`config.mk`:
```
export PLATFORM = sky130hd
export DESIGN_NAME = sm83_irq_ctl
export DESIGN_NICKNAME = d
export VERILOG_FILES = /design/src/rtl/sm83_irq_ctl.sv
export SDC_FILE = /design/constraint.sdc
export NUM_CORES = 1
export LEC_CHECK = 0
export CELL_PAD_IN_SITES_DETAIL_PLACEMENT = 0
export CELL_PAD_IN_SITES_GLOBAL_PLACEMENT = 1
export CORE_ASPECT_RATIO = 2
export CORE_UTILIZATION = 27
export CTS_BUF_LIST = sky130_fd_sc_hd__clkbuf_16
export DETAILED_ROUTE_END_ITERATION = 16
export PLACE_DENSITY_LB_ADDON = 0.1
export SYNTH_ARGS = -nofsm -noshare
export SYNTH_HDL_FRONTEND = slang
export SYNTH_SLANG_ARGS = --single-unit
```
`constraint.sdc`:
```
create_clock -name clk -period 1.69 [get_ports clk]
set_input_delay 0.507 -clock clk [delete_from_list [all_inputs] [get_ports clk]]
set_output_delay 0.507 -clock clk [all_outputs]
set_load 0.03 [all_outputs]
```
`src/rtl/sm83_irq_ctl.sv`:
```
// rtl/sm83_irq_ctl.sv - SM83 interrupt controller with IF/IE registers and bus responder
//
// Purpose:
//   Latches rising edges on peripheral request lines into IF, masks them with
//   IE and presents the result to the core on irq. The core clears flags with
//   a one-hot (or multi-hot) iack. IF and IE are readable and writable over the
//   CPU bus; reads are registered with one cycle of latency.
//
// Optional build macro:
//   SM83_IRQ_SRC_SYNC_EN - when defined, src passes a 2-flop synchronizer
//   before edge detection (edge-to-IF latency 3 cycles instead of 1).
//
// Ports:
//   clk     core clock
//   nreset  synchronous active-low reset
//   adr     CPU address
//   din     CPU write data
//   dout    registered read data, valid while hit=1
//   hit     previous-cycle read addressed IF or IE
//   rd, wr  CPU read / write strobes
//   src     peripheral request levels, rising edge requests
//   irq     pending-and-enabled requests to the core
//   iack    acknowledge from the core, clears named IF bits
module sm83_irq_ctl #(
    parameter int unsigned NUM_SRC = 5,
    parameter logic [15:0] IF_ADR  = 16'hff0f,
    parameter logic [15:0] IE_ADR  = 16'hffff
) (
    input  logic               clk,
    input  logic               nreset,
    input  logic [15:0]        adr,
    input  logic [7:0]         din,
    output logic [7:0]         dout,
    output logic               hit,
    input  logic               rd,
    input  logic               wr,
    input  logic [NUM_SRC-1:0] src,
    output logic [7:0]         irq,
    input  logic [7:0]         iack
);

    logic [NUM_SRC-1:0] r_if;
    logic [NUM_SRC-1:0] r_src_q;
    logic [7:0]         r_ie;
    logic [7:0]         r_dout;
    logic               r_hit;

    logic [NUM_SRC-1:0] w_src_e;
    logic [NUM_SRC-1:0] w_rise;
    logic [NUM_SRC-1:0] w_if_base;
    logic [7:0]         w_if_rd;
    logic [7:0]         w_irq;
    logic               w_if_sel;
    logic               w_ie_sel;
    logic               w_unused_iack;

    assign w_if_sel = (adr == IF_ADR);
    assign w_ie_sel = (adr == IE_ADR);

    // iack bits above NUM_SRC have no flag to clear.
    assign w_unused_iack = ^iack;

`ifdef SM83_IRQ_SRC_SYNC_EN
    logic [NUM_SRC-1:0] r_sync1;
    logic [NUM_SRC-1:0] r_sync2;

    always_ff @(posedge clk) begin
        if (!nreset) begin
            r_sync1 <= '0;
            r_sync2 <= '0;
        end else begin
            r_sync1 <= src;
            r_sync2 <= r_sync1;
        end
    end

    assign w_src_e = r_sync2;

    // History cleared to 0 so a source held high through reset requests once
    // after it has propagated through the synchronizer.
    always_ff @(posedge clk) begin
        if (!nreset) begin
            r_src_q <= '0;
        end else begin
            r_src_q <= w_src_e;
        end
    end
`else
    assign w_src_e = src;

    // History tracks src even during reset, so a line already high at reset
    // release is not treated as a new request.
    always_ff @(posedge clk) begin
        r_src_q <= w_src_e;
    end
`endif

    assign w_rise = w_src_e & ~r_src_q;

    // Unimplemented IF bits read as 1.
    always_comb begin
        w_if_rd                = 8'hff;
        w_if_rd[NUM_SRC-1:0]   = r_if;
    end

    always_comb begin
        w_irq                  = 8'h00;
        w_irq[NUM_SRC-1:0]     = r_if & r_ie[NUM_SRC-1:0];
    end

    // Edge set wins over ack clear, which wins over CPU write.
    assign w_if_base = (wr && w_if_sel) ? din[NUM_SRC-1:0] : r_if;

    always_ff @(posedge clk) begin
        if (!nreset) begin
            r_if   <= '0;
            r_ie   <= 8'h00;
            r_dout <= 8'h00;
            r_hit  <= 1'b0;
        end else begin
            r_if <= (w_if_base & ~iack[NUM_SRC-1:0]) | w_rise;
            if (wr && w_ie_sel) begin
                r_ie <= din;
            end
            // Reads sample the pre-update register values.
            if (rd && w_if_sel) begin
                r_dout <= w_if_rd;
                r_hit  <= 1'b1;
            end else if (rd && w_ie_sel) begin
                r_dout <= r_ie;
                r_hit  <= 1'b1;
            end else begin
                r_hit  <= 1'b0;
            end
        end
    end

    assign dout = r_dout;
    assign hit  = r_hit;
    assign irq  = w_irq;

endmodule
```
==> run summary, run 1 <==
The run finished with clean final reports. Dividing the detail-routed via count by the number of cells gives 4.88. The area of the die came out at 0.00507 mm2. The number of antenna-violating nets in the routed design is 0.

The final-layout fill cell count came out at 476. The reported max-cap violation count came out at 0. Counting every instance in the synthesized netlist gives 128. For this run, the top clock speed supported by timing is 610 MHz.

In the synthesized netlist the dominant register cell turns out to be dfxtp_1. The critical path in this run is classified as in2reg. Counting flops with an async set or reset pin after synthesis yields a share of 0. The initial antenna violation count came out at 0. The worst-case vdd ir drop is 0.365 mV. OpenSTA, run right after detailed placement, puts the worst setup slack at -0.608 ns.

The internal power of the cells came out at 1070 uW. The signal on the critical path passes through clkdlybuf4s15_1, or4_4, buf_4, o211ai_2, o211ai_1. The via count of the first global-routing pass came to 1360. STA classifies the critical path endpoint as a register.

The final-report hold violation count is 0. Ranked by total cell area, the synthesized netlist is headed by dfxtp_1 (42%), a21boi_0 (5.8%), o211ai_2 (4.9%). For the final database, setup skew stands at 0.00285 ns. The tightest min-delay check is of the reg2reg type. The longest clock path from root to sink contains 2 buffers. The unique cell type count in the Yosys netlist is 26. The I/O pin count is 58. The total global routing overflow came out at 0.

The total chip power came out at 1380 uW. The count of antenna diodes in the layout came out at 0. The post-synthesis register bit count came out at 27. The most area-hungry cell type in the Yosys netlist is dfxtp_1.

The area of combinational cells with multiple inputs came out at 731 um2. The worst register-to-register path has a setup slack of 0.81 ns. The count of buffers added on input and output ports is 51. The number of sinks on the clock net is 27.

The tree is rooted in a clkbuf_16. The final layout contains routed wiring with a total length of 3800 um. Setup repair after global routing left no endpoint under its margin.

The final cell area excluding filler cells is 0.00208 mm2. Yosys instantiated no cell more often than dfxtp_1. Summing all placed instances gives a cell area of 0.00199 mm2. The net switching power is 303 uW.

The average detailed-routed wire length per instance is 14.8 um. The clock network fraction of total power came out at 0.390. The share of the core filled with cells came out at 0.453. The share of power burned in combinational logic is 0.134.

The number of CTS-inserted buffers is 3. The number of DRC markers after the initial detailed-route iteration came out at 17. The footprint of the flip-flops and latches is 541 um2. The cell row count came out at 35. The number of synthesized flops with an enable pin came out at 0. The starting density of the core is 0.280.

TritonCTS built the clock tree. The post-route minimum period is 1.64 ns. Setup violations remaining at the end of the flow were counted as 0. The proportion of total power due to net switching is 0.220. The number of iterations in the first detailed-routing pass came out at 4. The synthesized cell area came out at 0.00129 mm2. The maximum fanout along the worst path came out at 5. The sum of net half-perimeters after detailed placement came out at 2830 um. The via count came out at 1255. The maximum level of the CTS H-tree came out at 1.

The chip height came out at 99.7 um. The area growth from synthesis to layout came out at 61.9%. STA classifies the critical path startpoint as an input pin. The floorplan die width is 50.8 um. The clock latency of the later-clocked register in the worst-skew pair came out at 0.26 ns. The net count of the finished layout is 244. The proportion of power drawn by flip-flops and latches is 0.476.

The maximum cell stage delay along the critical path came out at 0.63 ns. The cell leakage power is 0.000919 uW. In this run the mean area of a mapped cell was 10.1 um2.

Hold repair after CTS inserted 0 buffers. Of the synthesized area, sequential elements account for 0.420. For this run, the total global-route usage over all layers was measured as 0.167. The total negative slack for setup checks is 0 ns. Counting both buffers and inverters, the worst setup path holds a total of 2. Data on the critical path arrives at its endpoint at 1.78 ns. The maximum number of pins on one net before global-route repair came out at 19. Among cell families on the critical path, the largest total delay comes from simple AND/OR/NAND/NOR gates. Counting instances in the post-synthesis netlist gives the leading cell types as dfxtp_1 (27), nand2_1 (13), a21boi_0 (10), nand3_1 (8), o21ai_0 (8). Of the available clock period, the critical path in the final layout requires 0.969. The final critical-path setup slack came out at 0.0516 ns. The last weighted congestion value of the routability-driven placer came out at 0.799. The number of warnings reported in the yosys synthesis log came out at 0.

The core region area came out at 0.00460 mm2. The top cell type's share of synthesized area came out at 0.420. The register clock-pin slew on the reported worst setup and hold paths came out at 0.07 ns. The total power density per cell area came out at 661 mW/mm2.

The largest individual stage delay along the critical path comes from the cell or4_4. The data required time of the worst path is 1.83 ns. The first global-routing pass estimated 6440 um of wire. The final number of max-transition violations is 0. The fraction of final layout cells sized beyond drive strength 1 came out at 0.317. The post-detailed-route DRC marker count came out at 0.
## through the flow
stage,hold slack (ns),instances
after detailed placement,0.485,249
after CTS,0.489,257
after floorplan,0.457,130
after global routing,0.519,257
after global placement,0.472,249
final,0.487,257
## registers in the layout, summed over array words and instances (netlist names)
signal   flops
r_if         5
hit          1
r_src_q      5
dout         8
r_ie         8
## layer usage
layer	vias to the layer above	part of all wire	GRT usage
met5	-	0	0
met4	0	0.0082	0.0449
met3	2	0.039	0.0168
met2	42	0.57	0.321
met1	585	0.39	0.185
li1	626	-	-
## tightest hold or removal path: stages (launching register included)
cell and delay [ns]:
dfxtp_1 0.31, o21ai_0 0.06, a21boi_0 0.07
## cell families (layout without fill, tap and decap cells)
| logic type | count (synthesis) | in the layout | share of synthesized area |
|---|---|---|---|
| compound gates | 41 | 41 | 0.267 |
| buf+inv | 12 | 82 | 0.0525 |
| flops | 27 | 27 | 0.420 |
| other cells | 1 | 3 | 0.00291 |
| simple gates | 47 | 49 | 0.258 |
## power by group through the flow
stage               sequential [uW]  clock (uW)  combinational (uW)
floorplan                       669           0                62.0
finish                          655         537                 185
CTS                             655         552                 187
global route                    657         568                 200
global placement                670           0                 189
detailed placement              670           0                 191
## path summary, 6_finish.rpt
check                              from      end  depth (start not counted)
worst max-delay path             adr[4]  r_if[3]                          5
worst min-delay path            r_ie[7]  r_ie[7]                          2
worst max register to register  r_if[0]  dout[0]                          4
worst min register to register  r_ie[7]  r_ie[7]                          2
## timing repair
action | 4_1_cts | 5_1_grt
pin swaps | 9 | 11
gates resized for setup | 44 | 24
gates cloned | 2 | 0
endpoints found under the setup margin | 33 | 23
setup buffers | 2 | 1
## layout by cell type, fill, tap and decap left out, types with 7 or more instances in the layout
cell             count
clkbuf_2             7
buf_4               26
dlygate4sd2_1       14
nand2_1             12
clkdlybuf4s50_1     19
dfxtp_1             27
clkdlybuf4s15_1      7
a21boi_0             7
nand3_1              8
## area by class of cell
| cell class | count | share of cell area |
|---|---|---|
| Clock inverter | 1 | 0.00240 |
| Tap cell | 55 | 0.0330 |
| Sequential cell | 27 | 0.259 |
| Inverter | 2 | 0.00360 |
| Timing Repair Buffer | 76 | 0.315 |
| Multi-Input combinational cell | 93 | 0.351 |
| Clock buffer | 3 | 0.0360 |
No activity file was read; power rests on OpenSTA's default activity.
==> inputs of run 2 (changes only) <==
- SETUP_SLACK_MARGIN: unset -> 0.2
==> run 2 against run 1 <==
  * Sequential power is essentially flat
  * Die area is the same
  * Flip-flop and latch count is the same
  * Critical path depth shrank 1
  * Clock power shrank 2%
  * Sequential share of layout area grew 0.52 points
  * First-iteration DRC count grew 5.9%
  * Core utilization shrank 0.79 points
  * Design area shrank 1.7%
  * Via count grew 0.16%
  * Count of clock-buffer cells in the layout is the same
  * Worst hold slack lost 0.027 ns
  * Critical path type unchanged
  * Critical endpoint is now dout[5]
==> run summary, run 2 (synthesized netlist as in run 1, its figures left out) <==
The post-detailed-route DRC marker count is 0 (unchanged). Setup repair after global routing could not meet its margin everywhere. The core region area came out at 0.00460 mm2 (unchanged).

The starting density of the core came out at 0.280 (unchanged). The clock latency of the later-clocked register in the worst-skew pair came out at 0.26 ns (about the same). The number of cells on the worst reg-to-reg path is 4 (unchanged). The post-route minimum period came out at 1.56 ns (-0.0831 ns).

The last weighted congestion value of the routability-driven placer is 0.756 (-5.5%). The sum of net half-perimeters after detailed placement came out at 2820 um (-0.39%). The number of buffers between clock root and the deepest sink came out at 2 (unchanged). The area of the die is 0.00507 mm2 (unchanged). The initial antenna violation count came out at 0 (unchanged). The maximum fanout along the worst path is 8 (+3). The register clock-pin slew on the reported worst setup and hold paths is 0.06 ns (about the same). The via count came out at 1257 (+0.16%). The total global routing overflow was 0 (unchanged). The total chip power is 1370 uW (-0.64%).

In this run the worst setup path begins at adr[6]. The pre-CTS setup slack is -0.547 ns (+0.0609 ns). The net count of the finished layout was 242 (-0.82%). The top cell types in the final layout, fill and taps aside, are dfxtp_1 (26), buf_4 (24), clkdlybuf4s50_1 (19). The total power density per cell area is 668 mW/mm2 (+1.1%). The worst setup path is captured at a register. The number of DRC markers after the initial detailed-route iteration is 18 (+1).

The cell row count is 35 (unchanged). The worst-case vdd ir drop came out at 0.552 mV (+51%). The maximum level of the CTS H-tree was 1 (unchanged). The signal arrival time at the worst endpoint is 1.76 ns (-0.02 ns). The net switching power is 292 uW (-3.6%).

The count of antenna diodes in the layout is 0 (unchanged). The number of sinks on the clock net came to 27 (unchanged). The number of antenna-violating nets in the routed design came out at 0 (unchanged). The area growth from synthesis to layout is 59.1%.

In this run the critical register-to-register path is captured at dout[1]. The proportion of power drawn by flip-flops and latches is 0.480 (+0.004). The global routing usage summed across all routing layers is 0.159 (-0.00804).

The critical path in this run is classified as in2reg. The detailed-route wire length is 3830 um (+0.79%). The average via count per standard cell was 4.93 (+0.94%). The flow ran to the end, and the final reports show no timing, DRC or antenna violations. The number of iterations in the first detailed-routing pass is 4 (unchanged).

The worst setup path is launched from an input pin. The internal power of the cells is 1080 uW (+0.18%). The setup violation total in the final timing report came to 0 (unchanged). The clock network fraction of total power is 0.384 (-0.006). The via count of the first global-routing pass is 1278 (-6.0%). The reported max-cap violation count is 0 (unchanged). The final number of max-transition violations came out at 0 (unchanged). The I/O pin count is 58 (unchanged). The fraction of final layout cells sized beyond drive strength 1 was 0.415 (+0.0982). The cell leakage power is 0.000872 uW (-5.1%). The total of hold buffers inserted after clock tree synthesis came out at 0 (unchanged). The floorplan die width is 50.8 um (unchanged). The final-report hold violation count is 0 (unchanged).

The post-route clock period utilization came out at 0.920 (-0.0492). The maximum achievable frequency was 643 MHz (+5.3%). The path class of the tightest hold or removal check is reg2reg.

In this run the clock root is driven by a clkbuf_16. The share of power burned in combinational logic came to 0.136 (+0.002). The global-route wire length before repair came out at 6090 um (-5.5%). The data required time of the worst path came out at 1.89 ns (+0.06 ns). The worst reg-to-reg setup slack came out at 0.84 ns (+0.03 ns). The total negative slack for setup checks is 0 ns (unchanged). The proportion of total power due to net switching came out at 0.213 (-0.00650).

The maximum number of pins on one net before global-route repair came out at 15 (-4). The chip height came out at 99.7 um (unchanged). The average detailed-routed wire length per instance came out at 15.0 um (+1.6%).

TritonCTS built the clock tree. Following the worst setup path forward leads to its endpoint at dout[5]. The library cell used most frequently in the layout, excluding fill and tap cells, is dfxtp_1. The clock skew after layout is 0.00264 ns (-0.000210 ns). In this run the critical register-to-register path is launched from r_if[1]. The number of input and output port buffers inserted came out at 51 (unchanged). The number of CTS-inserted buffers was 3 (unchanged). The final critical-path setup slack is 0.135 ns (+0.0831 ns).
==> run 2: metal layers <==
layer	part of all wire	up-vias	GRT usage
met3	0.034	4	0.0153
met1	0.39	592	0.174
met2	0.56	39	0.301
li1	-	622	-
met5	0	-	0
met4	0.013	0	0.0577
==> run 2: final cells by class <==
cell class	instances	area (um2)
Clock buffer	3	75.1
Clock inverter	1	3.75
Fill cell	471	2550
Inverter	2	7.51
Multi-Input combinational cell	92	719
Sequential cell	27	542
Tap cell	55	68.8
Timing Repair Buffer	75	632
==> run 2: critical path: stages <==
cell and delay, ns:
buf_6 0.09, or4_4 0.61, a21boi_4 0.30, o221a_2 0.24
==> run 2: power groups by stage <==
stage | registers [uW] | logic [uW] | clock network (uW)
after detailed placement | 671 | 186 | 0
after floorplan | 669 | 62.4 | 0
after global placement | 670 | 182 | 0
final | 656 | 186 | 526
after CTS | 656 | 184 | 539
after global routing | 657 | 200 | 565
==> run 2: through the flow <==
stage,std cells,util,instance area (um2),hold slack (ns)
floorplan,130,-,1300,0.457
global placement,247,0.427,1960,0.465
detailed placement,247,0.427,1960,0.479
CTS,255,0.448,2060,0.488
global route,255,0.445,2050,0.485
finish,255,0.445,2050,0.460
==> run 2: worst min-delay path by stage <==
stage               slack, ns       to     from  cells after the start
finish                   0.46  r_ie[6]  r_ie[6]                      2
global route             0.49  r_ie[6]  r_ie[6]                      2
CTS                      0.49  r_ie[6]  r_ie[6]                      2
detailed placement       0.48  r_ie[6]  r_ie[6]                      2
global placement         0.46  r_ie[7]  r_ie[7]                      2
floorplan                0.46  r_ie[5]  r_ie[5]                      2
==> run 2: what timing repair did <==
| action | CTS | global route |
|---|---|---|
| pin swaps | 21 | 16 |
| resized for setup | 100 | 28 |
| endpoints found under the setup margin | 32 | 31 |
| gates cloned | 1 | 0 |
| buffers inserted | 3 | 0 |
